===== config.mk =====
export PLATFORM = sky130hd
export DESIGN_NAME = settle_monitor
export DESIGN_NICKNAME = d
export VERILOG_FILES = /design/src/rtl/settle_monitor.sv
export SDC_FILE = /design/constraint.sdc
export NUM_CORES = 1
export LEC_CHECK = 0
export ABC_CLOCK_PERIOD_IN_PS = 10870
export CAP_MARGIN = 20
export CELL_PAD_IN_SITES_DETAIL_PLACEMENT = 0
export CELL_PAD_IN_SITES_GLOBAL_PLACEMENT = 1
export CORE_MARGIN = 1.5
export CORE_UTILIZATION = 47
export CTS_CLUSTER_DIAMETER = 50
export CTS_CLUSTER_SIZE = 25
export DETAILED_ROUTE_END_ITERATION = 12
export PLACE_DENSITY_LB_ADDON = 0.05
export SYNTH_ARGS = -nofsm -noshare
export SYNTH_HDL_FRONTEND = slang
export SYNTH_SLANG_ARGS = --single-unit

===== constraint.sdc =====
create_clock -name U -period 10.87 [get_ports U]
set_input_delay 2.174 -clock U [delete_from_list [all_inputs] [get_ports U]]
set_output_delay 2.174 -clock U [all_outputs]
set_load 0.02 [all_outputs]

===== src/rtl/settle_monitor.sv =====
// settle_monitor: watches a bank of same-clock cell outputs after a start
// request and reports when they have held constant for QUIET edges, along
// with the settled value and a saturating count of bit transitions seen.
// Flags a timeout when the bank fails to go quiet within MAXWAIT edges.
module settle_monitor #(
    parameter int WIDTH   = 8,
    parameter int QUIET   = 16,
    parameter int MAXWAIT = 1000
) (
    input  logic             U,
    input  logic             RESET,
    input  logic             start,
    input  logic [WIDTH-1:0] q_in,
    output logic             busy,
    output logic             settled,
    output logic             timeout,
    output logic [WIDTH-1:0] value,
    output logic [7:0]       glitches
);

    typedef enum logic [1:0] {IDLE, WATCH, DONE} state_t;

    state_t           state_q, state_d;
    logic [WIDTH-1:0] prev_q, prev_d;
    logic [9:0]       quiet_q, quiet_d;
    logic [11:0]      waitcnt_q, waitcnt_d;
    logic [7:0]       glitches_q, glitches_d;
    logic             settled_q, settled_d;
    logic             timeout_q, timeout_d;
    logic [WIDTH-1:0] value_q, value_d;
    logic             settle_fire;

    // Number of bits that differ between two consecutive samples.
    function automatic logic [8:0] popcount(input logic [WIDTH-1:0] v);
        logic [8:0] cnt;
        cnt = '0;
        for (int i = 0; i < WIDTH; i++) begin
            cnt = cnt + 9'(v[i]);
        end
        return cnt;
    endfunction

    // Add with a 9-bit intermediate and clamp so the count never wraps.
    function automatic logic [7:0] sat_add(input logic [7:0] acc, input logic [8:0] inc);
        logic [8:0] sum;
        sum = {1'b0, acc} + inc;
        return (sum > 9'd255) ? 8'd255 : sum[7:0];
    endfunction

    // Next-state logic: start handling in IDLE/DONE, settle/timeout tracking in WATCH.
    always_comb begin
        state_d     = state_q;
        prev_d      = prev_q;
        quiet_d     = quiet_q;
        waitcnt_d   = waitcnt_q;
        glitches_d  = glitches_q;
        settled_d   = settled_q;
        timeout_d   = timeout_q;
        value_d     = value_q;
        settle_fire = 1'b0;

        case (state_q)
            WATCH: begin
                waitcnt_d = waitcnt_q + 12'd1;
                if (q_in != prev_q) begin
                    prev_d     = q_in;
                    quiet_d    = '0;
                    glitches_d = sat_add(glitches_q, popcount(q_in ^ prev_q));
                end else if (quiet_q == 10'(QUIET - 1)) begin
                    settle_fire = 1'b1;
                    value_d     = q_in;
                    settled_d   = 1'b1;
                    state_d     = DONE;
                end else begin
                    quiet_d = quiet_q + 10'd1;
                end
                // Settling on the same edge as the deadline counts as a settle.
                if ((waitcnt_q == 12'(MAXWAIT - 1)) && !settle_fire) begin
                    value_d   = q_in;
                    timeout_d = 1'b1;
                    state_d   = DONE;
                end
            end
            default: begin
                // IDLE and DONE both accept a new watch; start in WATCH is ignored.
                if (start) begin
                    prev_d     = q_in;
                    quiet_d    = '0;
                    waitcnt_d  = '0;
                    glitches_d = '0;
                    settled_d  = 1'b0;
                    timeout_d  = 1'b0;
                    state_d    = WATCH;
                end
            end
        endcase
    end

    // State and datapath registers; reset aborts any watch without reporting.
    always_ff @(posedge U or posedge RESET) begin
        if (RESET) begin
            state_q    <= IDLE;
            prev_q     <= '0;
            quiet_q    <= '0;
            waitcnt_q  <= '0;
            glitches_q <= '0;
            settled_q  <= 1'b0;
            timeout_q  <= 1'b0;
            value_q    <= '0;
        end else begin
            state_q    <= state_d;
            prev_q     <= prev_d;
            quiet_q    <= quiet_d;
            waitcnt_q  <= waitcnt_d;
            glitches_q <= glitches_d;
            settled_q  <= settled_d;
            timeout_q  <= timeout_d;
            value_q    <= value_d;
        end
    end

    assign busy     = (state_q == WATCH);
    assign settled  = settled_q;
    assign timeout  = timeout_q;
    assign value    = value_q;
    assign glitches = glitches_q;

endmodule


==> results.md <==
* Critical path arrival at approximately 6 ns
* CP peak stage delay at just under 0.5 ns
* Hold crit path type: reg2reg
* Global-route wire length before repair at between 8 and 9 mm
* Routed wire per std cell at approximately 15 um
* Critical Path Start Type: input port
* Avg Inst Size Synth at around 11 um2
* Post-synthesis instance area at 2640 um2
* DR pass1 iterations at 4
* Hold-fix buffers, CTS at 0
* RSZ-0062 raised after global routing: no
* Count of final hold-check violations at 0
* CTS max path bufs at 2
* Cell Pwr Density at between 200 and 250 nW/um2
* Diode count at 0
* Largest net degree at the start of global routing at 51
* Initial Utilization at around 48%
* Syn Nets at roughly 270
* Synth warn at 0
* ANT nets after route at 0
* Post_cts resized at 0
* Register bit total from synthesis at 50
* Post-CTS setup buffers at 0
* Final slew viol count at 0
* Synth Instances at 248
* Drt total wl at approximately 5.2 mm
* Clk slew on worst S/H paths at 0.09 ns
* # port buffers at 29
* Critical path class: in2reg
* Critical path's most frequent cell: fa_1
* Root Driver: clkbuf_8
* Area leader, netlist: dfrtp_1
* Maximum VDD drop at ~0.00016 V
* Die area at between 6000 and 7000 um2
* Tcrit/Tclk final at 53.9%
* Setup-failing EPs final at 0
* CTS Buf Count at 5
* Most common cell after layout, fill and taps aside: dfrtp_1
* Final min period at between 5 and 6 ns
* Fin util at 57.0%
* FILL cells at about 510
* Largest cells by area after synthesis: dfrtp_1 47%, mux2_2 7.3%, o21ai_0 4.6%, fa_1 3.8%, ha_1 3.8%
* Core area at around 5500 um2
* Slew margin rel. at ~42%
* FMAX at around 170 MHz
* Number of synthesized flops with an enable pin at 0
* Initial antenna violation count at 0
* Synth Flop Type: dfrtp_1
* Worst-margin pin slew at approximately 0.87 ns
* DRC violations left at 0
* Critical path's top delay family: adder cells
* Cells along the critical path: clkdlybuf4s50_1 > xnor2_1 > fa_1 > fa_1 > fa_1 > inv_1 > fa_1 > fa_1 > a21o_1 > a21oi_1 > nor2_1 > o21ai_0 > o21ai_0
* I/O pin count at 30
* Horiz. Die Dim at slightly below 80 um
* CP Capture Type: flip-flop
* Non-Filler Instances at about 350
* Clock latency on the worst-skew pair at 0.30 ns
* Crit Path Max Fanout at 5
* Clock Skew at between 0.006 and 0.007 ns
* Vias in the first global route at ~1900
* Die height at roughly 78 um
* Seq/Total Area, Yosys at between 40% and 50%
* Post-DP HPWL at roughly 3.7 mm
* Asr flop ratio synth at 100%
* Final Wtd Congestion at between 0.7 and 0.8
* Slowest CP cell: fa_1
* CP Data Required Time at around 11 ns
* Max-Cap Viols at 0
* Iteration-0 DRC Markers at between 100 and 150
* Most frequent cells in the layout: 50 x dfrtp_1, 29 x clkdlybuf4s50_1, 25 x nand2_1
* Yosys cell types at 43
* Post-synth top area share at 47.5%
* Synth-to-Final Area Change at 18.5%
* Status: finished, final reports clean
* Total power at 0.682 mW
* Layout cell share with drive strength beyond 1 at a little over a tenth
* Vias at between 1500 and 2000
* DP Cell Count at ~350
* Row Count at 27
* Leakage at approximately 1.4 nW
* DR vias/cell at 5.50
* Setup TNS at 0 ns
* CTS tree: built
* CTS HTree Levels at 2
* Worst path bufs/invs at 2
* GRT Resource Usage Total at about a fifth
* Layout Nets at 305
* Sink Count at 50
* Gr ovfl total at 0
==> layout make-up <==
type                       instances  area [um2]  area share [%]
timing repair buffer              30         310            9.94
tap                               72        90.1            2.89
sequential                        50        1250            40.1
multi-input combinational        181        1310            42.0
inverter                          13        48.8            1.56
clock buffer                       6        72.6            2.32
clock inverter                     2        37.5            1.20
==> kinds of logic after synthesis <==
logic type                 count (synthesis)  share of synthesized area [%]
AOI/OAI and AO/OA                         56                           13.2
xor gates and xnor gates                  12                           3.99
adders and majority gates                 13                           7.60
buffers and inverters                     17                           2.75
DFF                                       50                           47.5
muxes                                     21                           8.78
and+or+nand+nor                           79                           16.1
==> worst register-to-register path: cells and delay by family (launching register included) <==
kind,cells,cell delay (ns)
AO/OA/AOI/OAI,4,0.70
flip-flops,1,0.41
XOR/XNOR,1,0.26
adder cells (fa/ha/maj),5,2.24
AND/OR/NAND/NOR,1,0.12
buffers and inverters,1,0.05
==> metal layers <==
layer	global-route usage [%]	routed length (um)	vias up
li1	-	-	963
met1	25.3	2450	958
met2	29.9	2510	22
met3	3.88	135	5
met4	7.64	83	0
met5	0	0	-
==> synthesized netlist by cell type (2+ instances only) <==
master	n
a21o_1	6
a21oi_1	9
a311oi_1	2
a31oi_1	6
a41oi_1	2
and3_1	3
and4_1	3
clkbuf_1	2
dfrtp_1	50
fa_1	5
ha_1	8
inv_1	12
mux2_2	17
mux2i_1	4
nand2_1	25
nand3_1	14
nand4_1	3
nor2_1	16
nor3_1	3
o21ai_0	24
or4_1	2
xnor2_1	6
xor2_1	6
==> final timing paths <==
path	start	to	slack, ns	cells after the start
max reg2reg	prev_q[0]	glitches[3]	6.95	12
min in group asynchronous	RESET	quiet_q[2]	2.12	2
min reg2reg	state_q[1]	state_q[1]	0.48	1
max in group asynchronous	RESET	timeout	8.27	3
min	state_q[1]	state_q[1]	0.48	1
max	q_in[0]	glitches[3]	5.01	13
==> flip-flops by register name, indices dropped and copies added, names as in the netlist <==
signal / flops
glitches: 8
prev_q: 8
quiet_q: 10
settled: 1
state_q: 2
timeout: 1
value: 8
waitcnt_q: 12
==> through the flow <==
step                      setup slack, ns  hold slack (ns)  instance area, um2
after floorplan                      5.42            0.441                2640
after global placement               4.76            0.455                2990
after detailed placement             4.67            0.462                2990
after CTS                            5.00            0.484                3100
after global routing                 4.71            0.512                3120
final                                5.01            0.482                3120
==> power breakdown <==
| part | leakage, nW | switching (mW) | total [mW] | internal (mW) |
|---|---|---|---|---|
| combinational | 0.693 | 0.155 | 0.295 | 0.140 |
| clock | 0.0514 | 0.0630 | 0.132 | 0.0687 |
| sequential | 0.618 | 0.0343 | 0.256 | 0.221 |
| total | 1.36 | 0.252 | 0.682 | 0.430 |
Power figures use the tool's default switching activity.
